[src/rtl/cla_pipe_add_sub_pkg.sv]
// cla_pkg -- shared helpers for the pipelined carry-lookahead adder/subtractor.
//   gp_combine : merges a higher and a lower generate/propagate pair (CLA operator)
//   sat_max    : most positive two's-complement value of a given width
//   sat_min    : most negative two's-complement value of a given width
//   cfg_legal  : parameter legality (width divisible by stage count, width <= SAT_W)
package cla_pkg;

   localparam int SAT_W = 64;

   function automatic logic [1:0] gp_combine(input logic g_hi, input logic p_hi,
                                             input logic g_lo, input logic p_lo);
      return {g_hi | (p_hi & g_lo), p_hi & p_lo};
   endfunction

   function automatic logic [SAT_W-1:0] sat_max(input int w);
      return (SAT_W'(1) << (w - 1)) - SAT_W'(1);
   endfunction

   function automatic logic [SAT_W-1:0] sat_min(input int w);
      return SAT_W'(1) << (w - 1);
   endfunction

   function automatic bit cfg_legal(input int w, input int s);
      return (s > 0) && (w >= s) && ((w % s) == 0) && (w <= SAT_W);
   endfunction

endpackage

[src/rtl/cla_pipe_add_sub_if.sv]
// cla_pipe_add_sub_if -- streaming operand/result bundle for cla_pipe_add_sub.
//   in_valid_i/in_ready_o   : operand beat handshake
//   sub_nadd_i, sat_i       : per-beat operation and saturation select
//   inp_A_i, inp_B_i        : signed operands
//   out_valid_o/out_ready_i : result beat handshake
//   out_o, carry_o, ovf_o   : result, raw MSB carry, signed overflow flag
// modport master : operand producer / result consumer side
// modport slave  : the adder/subtractor block
interface cla_pipe_add_sub_if #(
   parameter int DATA_IN_W = 16
);
   logic                        in_valid_i;
   logic                        in_ready_o;
   logic                        sub_nadd_i;
   logic                        sat_i;
   logic signed [DATA_IN_W-1:0] inp_A_i;
   logic signed [DATA_IN_W-1:0] inp_B_i;
   logic                        out_valid_o;
   logic                        out_ready_i;
   logic signed [DATA_IN_W-1:0] out_o;
   logic                        carry_o;
   logic                        ovf_o;

   modport master (
      output in_valid_i, sub_nadd_i, sat_i, inp_A_i, inp_B_i, out_ready_i,
      input  in_ready_o, out_valid_o, out_o, carry_o, ovf_o
   );

   modport slave (
      input  in_valid_i, sub_nadd_i, sat_i, inp_A_i, inp_B_i, out_ready_i,
      output in_ready_o, out_valid_o, out_o, carry_o, ovf_o
   );
endinterface

[src/rtl/cla_pipe_add_sub_seg.sv]
// cla_seg -- combinational SEG_W-bit carry-lookahead slice.
//   a, b  : segment operands (b already conditionally inverted)
//   cin   : carry into the segment
//   sum   : segment sum
//   cout  : carry out of the segment MSB
//   cmsb  : carry into the segment MSB (used for signed overflow in the top slice)
module cla_seg
   import cla_pkg::*;
#(
   parameter int SEG_W = 4
) (
   input  logic [SEG_W-1:0] a,
   input  logic [SEG_W-1:0] b,
   input  logic             cin,
   output logic [SEG_W-1:0] sum,
   output logic             cout,
   output logic             cmsb
);

   logic [SEG_W-1:0] g;
   logic [SEG_W-1:0] p;
   logic [SEG_W:0]   c;
   logic             g_acc;
   logic             p_acc;

   assign g = a & b;
   assign p = a ^ b;

   // Each carry is the group generate/propagate of bits [i:0] applied to cin,
   // so no carry waits on the previous sum bit.
   always_comb begin
      c     = '0;
      c[0]  = cin;
      g_acc = 1'b0;
      p_acc = 1'b1;
      for (int i = 0; i < SEG_W; i++) begin
         {g_acc, p_acc} = gp_combine(g[i], p[i], g_acc, p_acc);
         c[i+1]         = g_acc | (p_acc & cin);
      end
   end

   assign sum  = p ^ c[SEG_W-1:0];
   assign cout = c[SEG_W];
   assign cmsb = c[SEG_W-1];

endmodule

[src/rtl/cla_pipe_add_sub.sv]
// cla_pipe_add_sub -- pipelined signed CLA adder/subtractor with valid/ready flow.
//   clk_i : rising-edge clock
//   rst_i : asynchronous active-high reset, drops every in-flight beat
//   bus   : cla_pipe_add_sub_if slave (operand input, result output)
// Stage k resolves result bits [k*SEG_W +: SEG_W] and registers them together
// with the operands and its carry out; the last stage also evaluates overflow
// and saturation, so every output comes straight from a register.
module cla_pipe_add_sub
   import cla_pkg::*;
#(
   parameter int DATA_IN_W = 16,
   parameter int STAGES    = 4
) (
   input logic             clk_i,
   input logic             rst_i,
   cla_pipe_add_sub_if.slave bus
);

   localparam int SEG_W = DATA_IN_W / STAGES;
   localparam int LAST  = STAGES - 1;

   localparam logic signed [DATA_IN_W-1:0] SAT_MAX = DATA_IN_W'(sat_max(DATA_IN_W));
   localparam logic signed [DATA_IN_W-1:0] SAT_MIN = DATA_IN_W'(sat_min(DATA_IN_W));

   if (!cfg_legal(DATA_IN_W, STAGES)) begin : g_bad_cfg
      $error("cla_pipe_add_sub: DATA_IN_W must be a multiple of STAGES and at most 64");
   end

   function automatic logic signed [DATA_IN_W-1:0] saturate(input logic neg);
      return neg ? SAT_MIN : SAT_MAX;
   endfunction

   logic [STAGES-1:0]           v_p;
   logic [STAGES-1:0]           v_s;
   logic [STAGES-1:0]           en;
   logic [STAGES-1:0]           c_p;
   logic [STAGES-1:0]           c_s;
   logic [STAGES-1:0]           cout;
   logic                        sat_p   [STAGES];
   logic                        sat_s   [STAGES];
   logic                        cmsb    [STAGES];
   logic signed [DATA_IN_W-1:0] a_p     [STAGES];
   logic signed [DATA_IN_W-1:0] b_p     [STAGES];
   logic signed [DATA_IN_W-1:0] sum_p   [STAGES];
   logic signed [DATA_IN_W-1:0] a_s     [STAGES];
   logic signed [DATA_IN_W-1:0] b_s     [STAGES];
   logic signed [DATA_IN_W-1:0] sum_s   [STAGES];
   logic signed [DATA_IN_W-1:0] sum_n   [STAGES];
   logic        [SEG_W-1:0]     seg_sum [STAGES];
   logic signed [DATA_IN_W-1:0] res_n;
   logic                        ovf_n;
   logic                        ovf_p;

   // A stage may load when it is empty or the stage after it is loading too,
   // so bubbles collapse and a full pipe still moves one beat per cycle.
   always_comb begin
      en       = '0;
      en[LAST] = ~v_p[LAST] | bus.out_ready_i;
      for (int k = LAST - 1; k >= 0; k--) begin
         en[k] = ~v_p[k] | en[k+1];
      end
   end

   assign bus.in_ready_o = en[0] & ~rst_i;

   // Stage sources: stage 0 takes the ports (B inverted and cin=1 for subtract),
   // later stages take the previous stage registers.
   always_comb begin
      v_s[0]   = bus.in_valid_i;
      a_s[0]   = bus.inp_A_i;
      b_s[0]   = bus.sub_nadd_i ? ~bus.inp_B_i : bus.inp_B_i;
      c_s[0]   = bus.sub_nadd_i;
      sum_s[0] = '0;
      sat_s[0] = bus.sat_i;
      for (int k = 1; k < STAGES; k++) begin
         v_s[k]   = v_p[k-1];
         a_s[k]   = a_p[k-1];
         b_s[k]   = b_p[k-1];
         c_s[k]   = c_p[k-1];
         sum_s[k] = sum_p[k-1];
         sat_s[k] = sat_p[k-1];
      end
   end

   for (genvar k = 0; k < STAGES; k++) begin : g_stage
      cla_seg #(.SEG_W(SEG_W)) u_seg (
         .a    (a_s[k][k*SEG_W +: SEG_W]),
         .b    (b_s[k][k*SEG_W +: SEG_W]),
         .cin  (c_s[k]),
         .sum  (seg_sum[k]),
         .cout (cout[k]),
         .cmsb (cmsb[k])
      );
   end

   always_comb begin
      for (int k = 0; k < STAGES; k++) begin
         sum_n[k]                    = sum_s[k];
         sum_n[k][k*SEG_W +: SEG_W]  = seg_sum[k];
      end
   end

   // Last stage: overflow from the two carries around the word MSB; the clamp
   // direction follows the sign of A, which is correct for both add and subtract.
   assign ovf_n = cmsb[LAST] ^ cout[LAST];
   assign res_n = (sat_s[LAST] & ovf_n) ? saturate(a_s[LAST][DATA_IN_W-1]) : sum_n[LAST];

   // ---- stage registers _p[0] .. _p[LAST] ----
   always_ff @(posedge clk_i or posedge rst_i) begin
      if (rst_i) begin
         v_p   <= '0;
         c_p   <= '0;
         ovf_p <= 1'b0;
         for (int k = 0; k < STAGES; k++) begin
            a_p[k]   <= '0;
            b_p[k]   <= '0;
            sum_p[k] <= '0;
            sat_p[k] <= 1'b0;
         end
      end else begin
         for (int k = 0; k < STAGES; k++) begin
            if (en[k]) begin
               v_p[k]   <= v_s[k];
               a_p[k]   <= a_s[k];
               b_p[k]   <= b_s[k];
               sum_p[k] <= (k == LAST) ? res_n : sum_n[k];
               c_p[k]   <= cout[k];
               sat_p[k] <= sat_s[k];
            end
         end
         if (en[LAST]) begin
            ovf_p <= ovf_n;
         end
      end
   end

   assign bus.out_valid_o = v_p[LAST];
   assign bus.out_o       = sum_p[LAST];
   assign bus.carry_o     = c_p[LAST];
   assign bus.ovf_o       = ovf_p;

endmodule

[src/flat_wrapper.sv]
// flat-port wrapper written by rule: the top's interface ports become plain ports
module cla_pipe_add_sub_flat import cla_pkg::*;
#(
   parameter int DATA_IN_W = 16,
   parameter int STAGES    = 4
)
  (clk_i, rst_i, bus_in_valid_i, bus_sub_nadd_i, bus_sat_i, bus_inp_A_i, bus_inp_B_i, bus_out_ready_i, bus_in_ready_o, bus_out_valid_o, bus_out_o, bus_carry_o, bus_ovf_o);
  cla_pipe_add_sub_if #(.DATA_IN_W(DATA_IN_W)) bus_i ();
  input logic clk_i;
  input logic rst_i;
  input wire logic [$bits(bus_i.in_valid_i)-1:0] bus_in_valid_i;
  input wire logic [$bits(bus_i.sub_nadd_i)-1:0] bus_sub_nadd_i;
  input wire logic [$bits(bus_i.sat_i)-1:0] bus_sat_i;
  input wire logic [$bits(bus_i.inp_A_i)-1:0] bus_inp_A_i;
  input wire logic [$bits(bus_i.inp_B_i)-1:0] bus_inp_B_i;
  input wire logic [$bits(bus_i.out_ready_i)-1:0] bus_out_ready_i;
  output wire logic [$bits(bus_i.in_ready_o)-1:0] bus_in_ready_o;
  output wire logic [$bits(bus_i.out_valid_o)-1:0] bus_out_valid_o;
  output wire logic [$bits(bus_i.out_o)-1:0] bus_out_o;
  output wire logic [$bits(bus_i.carry_o)-1:0] bus_carry_o;
  output wire logic [$bits(bus_i.ovf_o)-1:0] bus_ovf_o;
  assign bus_i.in_valid_i = bus_in_valid_i;
  assign bus_i.sub_nadd_i = bus_sub_nadd_i;
  assign bus_i.sat_i = bus_sat_i;
  assign bus_i.inp_A_i = bus_inp_A_i;
  assign bus_i.inp_B_i = bus_inp_B_i;
  assign bus_i.out_ready_i = bus_out_ready_i;
  assign bus_in_ready_o = bus_i.in_ready_o;
  assign bus_out_valid_o = bus_i.out_valid_o;
  assign bus_out_o = bus_i.out_o;
  assign bus_carry_o = bus_i.carry_o;
  assign bus_ovf_o = bus_i.ovf_o;
  cla_pipe_add_sub #(.DATA_IN_W(DATA_IN_W), .STAGES(STAGES)) u_core (.clk_i(clk_i), .rst_i(rst_i), .bus(bus_i));
endmodule
[config.mk]
export PLATFORM = sky130hd
export DESIGN_NAME = cla_pipe_add_sub_flat
export DESIGN_NICKNAME = d
export VERILOG_FILES = /design/src/rtl/cla_pipe_add_sub_pkg.sv /design/src/rtl/cla_pipe_add_sub_if.sv /design/src/rtl/cla_pipe_add_sub_seg.sv /design/src/rtl/cla_pipe_add_sub.sv /design/src/flat_wrapper.sv
export SDC_FILE = /design/constraint.sdc
export NUM_CORES = 1
export LEC_CHECK = 0
export BUFFER_PORTS_ARGS = -buffer_cell sky130_fd_sc_hd__buf_2
export CAP_MARGIN = 20
export CORE_MARGIN = 2
export CORE_UTILIZATION = 30
export DETAILED_ROUTE_END_ITERATION = 8
export HOLD_SLACK_MARGIN = 0.08
export SLEW_MARGIN = 25
export SYNTH_ARGS = -nofsm -noshare
export SYNTH_HDL_FRONTEND = slang
export SYNTH_SLANG_ARGS = --single-unit
[constraint.sdc]
create_clock -name clk_i -period 3.85 [get_ports clk_i]
set_clock_uncertainty 0.2 [all_clocks]
set_input_delay 0.1925 -clock clk_i [delete_from_list [all_inputs] [get_ports clk_i]]
set_output_delay 0.1925 -clock clk_i [all_outputs]
set_load 0.01 [all_outputs]
Yosys cells after proc, flatten, opt, wreduce, memory -nomap -nowiden --
Cells that the tools add are included.
Storage, ports and cells: memories kept 0, ROM bits 0, latch bits 0, bits of input ports 38, memory bits (writable) 0, output and inout bits 20, word-level logic and storage cells 118, flip-flop bits (word level) 148
Cells by class: multiply operators 0, reduce and logical (&&, ||, !) cells 0, divide/modulo/power cells 0, shift operators 0, order comparisons 0, $add $sub $neg 0, bitwise gates (word level) 93, eq/ne operators 0, mux-type cells 3
Operators with widths (number):
- 16-bit two-way mux | 3
- 1-bit AND | 42
- 1-bit bitwise OR | 32
- 4-bit bitwise XOR | 8
- 4-bit AND | 4
- 16-bit inverter | 1
- 1-bit inverter | 5
- 1-bit bitwise XOR | 1

Logic depth before layout (Yosys ltp) --
Gate-level depths: netlist of run 1.
depth in word-level cells 11, depth in mapped cells 9, depth with buffers taken out 7

Cells and area by module --
A second synthesis of run 1 with hierarchy kept.
Second synthesis, totals: cell total of the unflattened synthesis 335, area total of the unflattened synthesis 4600.7 sq um
By module, submodules not included:
- cla_pipe_add_sub | area each 3980.1 sq um, seq. area each 2502.4 sq um, times used 1, cells an instance 263
- cla_seg | area each 155.1 sq um, seq. area each 0.0 sq um, times used 4, cells an instance 18

Worst setup path after synthesis of run 1 --
No wires, ideal clock.
path kind input-to-reg, start point input port bus_sub_nadd_i, end point register u_core.sum_p, in the netlist u_core.sum_n[35], setup slack 1.772 ns, stages 9, setup time 0.126 ns, required time 3.524 ns, arrival 1.753 ns, buffers on the path 2, cells stage by stage buf_2 -> buf_2 -> xor2_1 -> ha_1 -> a211oi_1 -> nor2_1 -> nor2_1 -> xor2_1 -> a21oi_1
On the way: word-level cells in the longest chain between the ends 8, elaborated cells between the ends (all ways) 12, those cells by class mux: 1; bitwise: 11
Ends and longest elaborated chain:
- start, declared | RTL line flat_wrapper.sv:12 | input wire logic [$bits(bus_i.sub_nadd_i)-1:0] bus_sub_nadd_i;
- 16-bit two-way mux | RTL line cla_pipe_add_sub.sv:71 | b_s[0] = bus.sub_nadd_i ? ~bus.inp_B_i : bus.inp_B_i;
- 4-bit bitwise XOR or 4-bit AND (tied branches) | RTL line cla_pipe_add_sub_seg.sv:27, cla_pipe_add_sub_seg.sv:26
- 1-bit AND | RTL line cla_pipe_add_sub_pkg.sv:12 | return {g_hi | (p_hi & g_lo), p_hi & p_lo};
- 1-bit bitwise OR | RTL line cla_pipe_add_sub_pkg.sv:12
- 1-bit AND | RTL line cla_pipe_add_sub_pkg.sv:12
- 1-bit bitwise OR | RTL line cla_pipe_add_sub_pkg.sv:12
- 1-bit bitwise OR | RTL line cla_pipe_add_sub_seg.sv:38 | c[i+1] = g_acc | (p_acc & cin);
- 4-bit bitwise XOR (*) | RTL line cla_pipe_add_sub_seg.sv:42 | assign sum = p ^ c[SEG_W-1:0];
- end signal, assigned by index | RTL line cla_pipe_add_sub.sv:126 | sum_p[k] <= (k == LAST) ? res_n : sum_n[k];
- end, declared | RTL line cla_pipe_add_sub.sv:44 | logic signed [DATA_IN_W-1:0] sum_p [STAGES];
Mark *: on every way between the ends. The rest lies on a longest branch, timed or not. A chain may end at the register's enable or synchronous reset.

Worst setup path in the final report of run 1 --
start point register u_core.v_p[3], end point output port bus_in_ready_o
On the way: word-level cells in the longest chain between the ends 6
Ends and longest elaborated chain:
- start, declared | RTL line cla_pipe_add_sub.sv:33 | logic [STAGES-1:0] v_p;
- start signal, assigned by index | RTL line cla_pipe_add_sub.sv:123 | v_p[k] <= v_s[k];
- 1-bit inverter | RTL line cla_pipe_add_sub.sv:58 | en[LAST] = ~v_p[LAST] | bus.out_ready_i;
- 1-bit bitwise OR | RTL line cla_pipe_add_sub.sv:58
- 1-bit bitwise OR (3 in a row) | RTL line cla_pipe_add_sub.sv:60 | en[k] = ~v_p[k] | en[k+1];
- 1-bit AND | RTL line cla_pipe_add_sub.sv:64 | assign bus.in_ready_o = en[0] & ~rst_i;
- end, declared | RTL line flat_wrapper.sv:17 | output wire logic [$bits(bus_i.in_ready_o)-1:0] bus_in_ready_o;
Every way passes these cells.

==> results of run 1 <==
[metal layers]
metal	part of all wire, %	vias up	track usage [%]
li1	-	1584	-
met5	0	-	0
met3	3.7	14	2.24
met2	43	56	17.8
met1	51	1452	17.7
met4	2.2	0	5.30
[path summary, 6_finish.rpt]
| path | startpoint | endpoint | cells after the start |
|---|---|---|---|
| max in group asynchronous | rst_i | u_core.sum_n[32] | 4 |
| worst min register to register | u_core.sum_n[16] | u_core.sum_n[16] | 2 |
| worst max-delay path | u_core.v_p[3] | bus_in_ready_o | 6 |
| worst max register to register | u_core.v_p[3] | u_core.c_p[0] | 7 |
| min in group asynchronous | rst_i | u_core.a_p[62] | 3 |
| worst min-delay path | bus_inp_A_i[3] | u_core.c_p[0] | 4 |
[cell families (layout without fill, tap and decap cells)]
| kind of cell | Yosys count | count (layout) | share of synthesized area [%] |
|---|---|---|---|
| adders and majority gates | 19 | 19 | 5.75 |
| DFF | 100 | 100 | 55.2 |
| buffers and inverters | 30 | 114 | 3.56 |
| and+or+nand+nor | 166 | 166 | 15.5 |
| AOI/OAI and AO/OA | 66 | 66 | 10.5 |
| xor gates and xnor gates | 26 | 26 | 5.03 |
| muxes | 18 | 18 | 4.45 |
[sequential cells by signal, summed over array words and instances, names as in the netlist]
signal / cells
u_core.bus.ovf_o: 1
u_core.b_p: 24
u_core.a_p: 24
u_core.c_p: 4
u_core.sum_n: 24
u_core.sat_p: 3
u_core.v_p: 4
u_core.bus.out_o: 16
[critical path, delay by kind of cell (launching register included)]
family	cells	cell delay, ns
buf+inv	2	0.33
flops	1	0.35
simple gates	4	1.09
[synthesized netlist by cell type, drive strengths merged (2+ instances only)]
master  count
nand4       2
ha         16
a211oi      2
o221a      13
mux2       17
dfrtp     100
a21oi      13
fa          3
nand3       4
nand2     134
o21ai      23
o21bai      2
buf        16
nor2b       2
nand2b      4
inv        10
xor2        7
nor2       15
o211ai      3
xnor2      19
clkbuf      4
a21o        4
[area by class of cell]
| class | count | area, um^2 |
|---|---|---|
| Sequential cell | 100 | 2500 |
| Multi-Input combinational cell | 295 | 1870 |
| Inverter | 10 | 42.5 |
| Clock buffer | 12 | 256 |
| Timing Repair Buffer | 88 | 586 |
| Clock inverter | 4 | 47.5 |
| Tap cell | 184 | 230 |
| Fill cell | 1481 | 9110 |
[stage by stage]
stage	instance area [um^2]	power (mW)	worst slack (ns)	hold WS [ns]
final	5530	3.42	1.35	0.114
after global routing	5530	3.66	1.13	0.138
after CTS	5530	3.47	1.31	0.0999
after detailed placement	4950	2.53	1.47	0.204
after global placement	4950	2.49	1.55	0.205
after floorplan	4530	2.23	0.839	0.101
[power by group through the flow]
stage	sequential (mW)	combinational, mW	clock, mW
after floorplan	1.56	0.666	0
after global routing	1.61	1.08	0.971
after detailed placement	1.58	0.952	0
final	1.56	0.959	0.901
after global placement	1.57	0.915	0
after CTS	1.56	0.978	0.930
[what timing repair did]
item                                   in CTS  in global routing
hold buffers                               27                  0
endpoints found under the hold margin     113                  0
gates resized for setup                     0                  0
==> results.yml, run 1 <==
outcome:
  status: "complete, no violations"
pwr:
  power_switching_share_pct: 30.6
  powerDensity_mw_per_mm2: 618
  combinationalPowerShare_pct: 28.0
  internal_power_mw: 2.37
  seq_power_share_pct: 45.6
  net-switching-power_mw: 1.05
  vdd.ir_drop.worst_v: 0.000231
  clkPwrFrac_pct: 26.3
  leakage_nw: 2.58
synth:
  synthesis.area_mm2: 0.00453
  synth_area_leader_cell: "dfrtp_1"
  yosysTopAreaCellShare_pct: 55.2
  yosys_warnings: 0
  synthArstFlopShare_pct: 100
  synth_cells: 425
  netlist-cell-type-count: 43
  synth_nets: 482
  ys_ff_latch: 100
  synth_area_leaders: "dfrtp_1 55%, nand2_1 11%, ha_1 4.4%, mux2_2 4.2%, xnor2_1 3.7%"
  ys_seq_area_share_pct: 55.2
  synth-main-ff-cell: "dfrtp_1"
  synth_edf_count: 0
  syn_avg_cell_area_um2: 10.7
setup_path:
  cp-end-kind: "primary output"
  worstSetupStartpointType: "register"
  crit_chain: "nor2b_1 > buf_4 > nand3_2 > nor2_4 > nor2_1 > buf_2"
  crit_type: "register to primary output"
  reg2reg_slack_ns: 1.48
  worst_path_largest_cell_delay_ns: 0.47
  arrival_ns: 2.11
  cp_slowest_cell: "nor2_4"
  cp.required_ns: 3.46
  cp_max_fo: 26
cells_and_area:
  most-common-layout-cells: "133 x nand2_1, 100 x dfrtp_1, 57 x buf_2, 27 x dlygate4sd3_1, 22 x o21ai_0"
  final_layout_size_suffix_gt1_share_pct: 22.6
  diodes: 0
  final_common_cell: "nand2_1"
  fin_cells: 693
  fin_nets: 561
  syn2layout_area_growth_pct: 22.2
  finish.utilization_pct: 37.8
drt:
  wl_per_cell_um: 12.9
  drc_errors: 0
  via_per_inst: 4.48
  vias: 3106
  first_pass_iters: 4
  drt.antenna.violating_nets: 0
  drtIter0Drc: 175
  routed_wl_mm: 8.97
floorplan:
  die_y_um: 127
  fp.dieArea_mm2: 0.0161
  initial_core_util_pct: 30.9
  io_pins: 58
  core_area_mm2: 0.0146
  rows: 44
  die_w_um: 127
sta:
  hold_violations: 0
  rsz0062_at_grt: "false"
  worst_pin_slew_ns: 0.828
  drv_slew: 0
  period_share_pct: 65.0
  tns_ns: 0
  setup_violations: 0
  clock.fmax_ghz: 0.400
  period_needed_ns: 2.50
  relSlewSlack_pct: 44.8
cts:
  post-cts-setup-buffers: 0
  clk_pin_slew_worst_paths_ns: 0.06
  h-tree-depth: 3
  clock_sinks: 100
  clk_latency_ns: 0.34
  root_buffer: "clkbuf_16"
  ctsLongestPathBuffers: 2
  numCtsBuffers: 9
  cts_tree: "built"
grt:
  grt-ovfl-total: 0
  grt_pass1_vias: 3205
  grt_use_total_pct: 12.2
  antenna_found_initial: 0
  grt_pass1_wl_mm: 16.0
  grt_max_degree: 89
placed_design:
  numPlacedInstances: 650
  port_buffers: 57
  place.gp.congestion: 0.778
  dp_hpwl_mm: 6.59
min_path:
  hp-class: "input port to register"
job:
  cap_violations: 0
Power figures use the tool's default switching activity.
==> run 2, diff against run 1 <==
==> constraint.sdc (replaced) <==
create_clock -name clk_i -period 2.6 [get_ports clk_i]
set_clock_uncertainty 0.2 [all_clocks]
set_input_delay 0.13 -clock clk_i [delete_from_list [all_inputs] [get_ports clk_i]]
set_output_delay 0.13 -clock clk_i [all_outputs]
set_load 0.01 [all_outputs]
==> run 2 against run 1 <==
Count of clock-buffer cells in the layout down 2. First-iteration DRC count up 32%. Core utilization up 0.57 points. Wire length up 1.3%. Total power up 52%. Hold slack worse by 0.035 ns. Sequential power up 48%. Critical endpoint is now u_core.bus.out_o[2]. Critical path depth unchanged. Register-to-register slack worse by 1.0 ns. Sequential cell count unchanged. Largest power group unchanged. Final area up 1.5%.
==> results.yml, run 2 (synthesized netlist as in run 1, its figures left out) <==
outcome:
  status: "complete, no violations"
pwr:
  internal_power_mw: 3.60
  total_power_mw: 5.20
  combinationalPowerShare_pct: 27.9
  net-switching-power_mw: 1.60
  power_switching_share_pct: 30.7
  clkPwrFrac_pct: 27.7
  seq_power_share_pct: 44.5
  leakage_nw: 2.63
  vdd.ir_drop.worst_v: 0.000360
  powerDensity_mw_per_mm2: 926
floorplan:
  core_area_mm2: 0.0146
  die_y_um: 127
  fp.dieArea_mm2: 0.0161
  initial_core_util_pct: 30.9
  die_w_um: 127
  rows: 44
  io_pins: 58
grt:
  grt_use_total_pct: 11.9
  grt_pass1_vias: 3183
  grt-ovfl-total: 0
  grt_max_degree: 45
  grt_pass1_wl_mm: 15.6
  antenna_found_initial: 0
setup_path:
  worstSetupStartpointType: "register"
  cp.required_ns: 2.63
  critPathBufInv: 0
  arrival_ns: 2.14
  crit_chain: "ha_1 > or2_1 > o22ai_2 > a21o_4 > nand4_4 > o221a_2"
  crit_type: "register to register"
  worst_path_largest_cell_delay_ns: 0.43
  cp-end-kind: "register"
  critPathTopFamily: "compound AO/OA/AOI/OAI gates"
  cp_slowest_cell: "dfrtp_1"
  cp_max_fo: 14
sta:
  period_needed_ns: 2.12
  worst_pin_slew_ns: 0.635
  period_share_pct: 81.4
  setup_violations: 0
  drv_slew: 0
  hold_violations: 0
  clock.fmax_ghz: 0.472
  rsz0062_at_grt: "false"
  setup_slack_ns: 0.483
  tns_ns: 0
  relSlewSlack_pct: 57.6
drt:
  top_layer: "met4"
  via_per_inst: 4.50
  drc_errors: 0
  met1_length_mm: 4.70
  drtIter0Drc: 231
  drt.antenna.violating_nets: 0
  wl_per_cell_um: 13.0
  routed_wl_mm: 9.08
  dr_wl_met3_um: 309
  route.met2.wl_mm: 3.90
  first_pass_iters: 4
  vias: 3157
cts:
  h-tree-depth: 3
  cts_tree: "built"
  numCtsBuffers: 9
  clock_sinks: 100
  cts_resized: 0
  post-cts-setup-buffers: 0
  ctsLongestPathBuffers: 2
  root_buffer: "clkbuf_16"
  clk_pin_slew_worst_paths_ns: 0.06
  clk_latency_ns: 0.34
cells_and_area:
  most-common-layout-cells: "134 x nand2_1, 100 x dfrtp_1, 57 x buf_2, 29 x dlygate4sd3_1, 22 x o21ai_0"
  diodes: 0
  final_layout_size_suffix_gt1_share_pct: 23.4
  final_common_cell: "nand2_1"
  fin_nets: 569
  syn2layout_area_growth_pct: 24.0
  finish.utilization_pct: 38.4
placed_design:
  dp_hpwl_mm: 6.66
  port_buffers: 57
  place_ws_ns: 0.478
  place.gp.congestion: 0.791
min_path:
  hp-class: "input port to register"
job:
  cap_violations: 0
run 2: cell types whose count changed in the layout (fill, tap and decap cells not counted), sizes merged:
cell         previous run  this run
inv                    10         9
bufinv                  1         2
clkinv                  2         4
buf                    61        67
clkbuf                 12        10
dlygate4sd3            27        29
run 2: what timing repair did:
item / in CTS / in global routing
hold buffers: 29 / 0
hold endpoints to repair: 46 / 0
endpoints found under the setup margin: 0 / 0
run 2: cell type report:
type / instances / area (um^2)
Tap cell: 184 / 230
Timing Repair Buffer: 96 / 651
Inverter: 10 / 41.3
Sequential cell: 100 / 2500
Multi-Input combinational cell: 295 / 1870
Clock buffer: 10 / 239
Clock inverter: 6 / 87.6
Fill cell: 1491 / 9030
run 2: per-stage QoR:
stage	instance area, um^2	instances	hold slack, ns
6_report	5620	701	0.0792
5_1_grt	5620	701	0.125
4_1_cts	5620	701	0.0801
3_5_place_dp	5000	656	-0.0397
3_3_place_gp	5000	656	-0.0486
2_1_floorplan	4530	425	0.0384
run 2: path summary, 6_finish.rpt:
path                            slack [ns]           start                  end  depth (start not counted)
worst max-delay path                  0.48  u_core.a_p[31]  u_core.bus.out_o[2]                          6
min in group asynchronous             0.15           rst_i       u_core.b_p[44]                          3
worst min-delay path                  0.08  bus_inp_A_i[0]     u_core.sum_n[33]                          4
worst max register to register        0.48  u_core.a_p[31]  u_core.bus.out_o[2]                          6
worst min register to register        0.27  u_core.a_p[56]       u_core.a_p[56]                          2
max in group asynchronous             1.20           rst_i  u_core.bus.out_o[3]                          4
run 2: power by group through the flow:
stage	logic, mW	registers (mW)	clock network [mW]
global placement	1.37	2.33	0
CTS	1.47	2.31	1.47
floorplan	0.986	2.32	0
detailed placement	1.44	2.34	0
global route	1.63	2.37	1.54
finish	1.45	2.31	1.44
run 2: worst reg2reg max path, delay by kind of cell, from the launching register on:
kind | cells | cell delay, ns
fa+ha+maj | 1 | 0.35
flops | 1 | 0.43
compound gates | 3 | 0.56
simple gates | 2 | 0.47
run 2: routing by layer:
layer	track usage [%]	vias up
met5	0	-
met4	4.85	0
met3	2.28	11
met2	17.8	58
met1	17.1	1492
li1	-	1596
==> run 3, diff against run 2 <==
--- a/config.mk
+++ b/config.mk
@@ -5,6 +5,7 @@
 export SDC_FILE = /design/constraint.sdc
 export NUM_CORES = 1
 export LEC_CHECK = 0
+export ABC_AREA = 1
 export BUFFER_PORTS_ARGS = -buffer_cell sky130_fd_sc_hd__buf_2
 export CAP_MARGIN = 20
 export CORE_MARGIN = 2
==> constraint.sdc (replaced) <==
create_clock -name clk_i -period 1.8 [get_ports clk_i]
set_clock_uncertainty 0.2 [all_clocks]
set_input_delay 0.09 -clock clk_i [delete_from_list [all_inputs] [get_ports clk_i]]
set_output_delay 0.09 -clock clk_i [all_outputs]
set_load 0.01 [all_outputs]
==> run 3 against run 2 <==
The run now ends with setup timing left. Sequential power up 43%. Register-to-register slack lost 0.61 ns. Wire length increased by 12%. Via count is 17% higher. Core utilization grew 3.0 points. Global-route usage rose by 1.1 points. Total power grew 49%. Worst setup slack lost 0.61 ns. Critical path depth is 5 higher. Count of clock-buffer cells in the layout is 1 lower. Die area is 2.2% higher.
==> results.yml, run 3 <==
pwr:
  internal_power_mw: 5.05
  net-switching-power_mw: 2.72
  combinationalPowerShare_pct: 34.1
  leakage_nw: 3.19
  clkPwrFrac_pct: 23.4
  seq_power_share_pct: 42.5
  powerDensity_mw_per_mm2: 1240
  vdd.ir_drop.worst_v: 0.000602
  power_switching_share_pct: 35.0
setup_path:
  cp-end-kind: "register"
  reg2reg_to: "u_core.bus.out_o[10]"
  r2r-start: "u_core.a_p[29]"
  worstSetupStartpointType: "register"
  worstRegToRegCells: 11
  crit_type: "register to register"
  startpoint: "u_core.a_p[29]"
  cp_max_fo: 8
  arrival_ns: 1.96
  reg2reg_slack_ns: -0.13
  endpoint: "u_core.bus.out_o[10]"
  cp.required_ns: 1.83
synth:
  yosysTopAreaCellShare_pct: 54.0
  synth_area_leader_cell: "dfrtp_1"
  ys_seq_area_share_pct: 54.0
  synth_most_common_cell: "nand2_1"
  synth_common_cells: "230 x nand2_1, 100 x dfrtp_1, 29 x inv_1"
  synth_cells: 520
  synthesis.area_mm2: 0.00463
  ys_ff_latch: 100
  syn_avg_cell_area_um2: 8.91
  synth-main-ff-cell: "dfrtp_1"
  synth_edf_count: 0
  synth_nets: 577
  synthArstFlopShare_pct: 100
  synth_area_leaders: "dfrtp_1 54%, nand2_1 19%, ha_1 4.3%, o21ai_0 3.0%, xor2_1 2.6%"
  yosys_warnings: 0
  netlist-cell-type-count: 33
grt:
  grt_use_total_pct: 13.1
  antenna_found_initial: 0
  grt-ovfl-total: 0
  grt_max_degree: 35
  grt_pass1_vias: 3686
  grt_pass1_wl_mm: 17.4
floorplan:
  io_pins: 58
  die_y_um: 128
  core_area_mm2: 0.0151
  die_w_um: 128
  fp.dieArea_mm2: 0.0165
  rows: 45
  initial_core_util_pct: 30.6
drt:
  drt.antenna.violating_nets: 0
  via_per_inst: 4.36
  drtIter0Drc: 212
  first_pass_iters: 4
  vias: 3681
  wl_per_cell_um: 12.0
  routed_wl_mm: 10.1
  drc_errors: 0
outcome:
  status: "finished with violations"
  violations: "setup timing"
placed_design:
  place.gp.congestion: 0.754
  numPlacedInstances: 763
  port_buffers: 57
  dp_hpwl_mm: 6.87
sta:
  period_needed_ns: 1.93
  period_share_pct: 107
  rsz0062_at_grt: "true"
  hold_violations: 0
  clock.fmax_ghz: 0.519
  relSlewSlack_pct: 60.7
  hold_slack_ns: 0.0764
  drv_slew: 0
  setup_slack_ns: -0.126
  setup_violations: 16
  worst_pin_slew_ns: 0.589
cells_and_area:
  fin_cells: 844
  final_common_cell: "nand2_1"
  fillers: 1497
  final_layout_size_suffix_gt1_share_pct: 22.9
  most-common-layout-cells: "221 x nand2_1, 100 x dfrtp_1, 56 x buf_2, 48 x dlygate4sd3_1, 29 x buf_4"
  fin_nets: 709
  syn2layout_area_growth_pct: 35.3
  diodes: 0
cts:
  h-tree-depth: 3
  clk_latency_ns: 0.35
  root_buffer: "clkbuf_16"
  numCtsBuffers: 9
  ctsLongestPathBuffers: 2
  cts_tree: "built"
  clk_pin_slew_worst_paths_ns: 0.06
  clock_sinks: 100
min_path:
  hp-class: "input port to register"
job:
  cap_violations: 0
run 3: kinds of logic after synthesis:
logic type | count (synthesis) | share of synthesized area, %
compound gates | 52 | 5.91
xor+xnor | 23 | 4.35
fa+ha+maj | 19 | 5.62
buf+inv | 53 | 5.08
flops | 100 | 54.0
mux | 1 | 0.216
simple gates | 272 | 24.8
run 3: how the worst min path moves through the flow:
stage | startpoint | endpoint | slack (ns) | cells after the start
2_1_floorplan | bus_in_valid_i | u_core.v_p[0] | 0.002 | 1
3_3_place_gp | rst_i | u_core.a_p[60] | -0.05 | 2
3_5_place_dp | rst_i | u_core.a_p[60] | -0.05 | 2
4_1_cts | bus_out_ready_i | u_core.c_p[3] | 0.08 | 5
6_report | bus_out_ready_i | u_core.c_p[3] | 0.08 | 5
5_1_grt | bus_out_ready_i | u_core.v_p[2] | 0.11 | 5
run 3: final cells by class:
cell class	instances	area, um^2	share of cell area [%]
Clock buffer	9	225	3.59
Clock inverter	6	55.1	0.878
Inverter	33	135	2.16
Multi-Input combinational cell	369	2050	32.7
Timing Repair Buffer	139	1060	17.0
Tap cell	188	235	3.75
Sequential cell	100	2500	39.9
run 3: per-stage QoR:
step	cell area, um^2	worst slack [ns]	power [mW]	setup TNS [ns]	utilization, %
global placement	5240	-0.0690	5.45	-0.826	34.6
global route	6270	-0.224	8.36	-3.22	41.4
CTS	6120	-0.139	7.71	-2.14	40.4
detailed placement	5240	-0.158	5.53	-2.10	34.6
floorplan	4680	-0.00555	4.81	-0.00555	-
finish	6270	-0.126	7.77	-1.47	41.4
run 3: what timing repair did:
action | CTS | global route
setup buffers | 5 | 10
setup endpoints to repair | 17 | 21
resized for setup | 8 | 21
hold endpoints to repair | 149 | 0
pin swaps | 4 | 11
hold buffers | 49 | 0
gates cloned | 2 | 0
run 3: power by group through the flow:
stage	sequential, mW	combinational, mW	clock, mW
finish	3.30	2.65	1.82
global route	3.37	3.02	1.97
CTS	3.29	2.55	1.88
detailed placement	3.31	2.22	0
global placement	3.30	2.15	0
floorplan	3.30	1.50	0
run 3: per-layer routing:
layer | wire length (um) | GRT usage (%)
met2 | 4900 | 21.4
met3 | 407 | 2.88
met4 | 121 | 4.01
met1 | 4710 | 17.3
met5 | 0 | 0
run 3: critical path, stage by stage (launching register included):
cell and delay, ns:
dfrtp_1 0.41, ha_4 0.27, nand2_4 0.07, nand2_4 0.05
nand2_4 0.09, nand3_4 0.08, o21ai_4 0.15, nand3_4 0.21
nand2_2 0.10, nand2_1 0.06, nand2_1 0.06, nand2_1 0.05
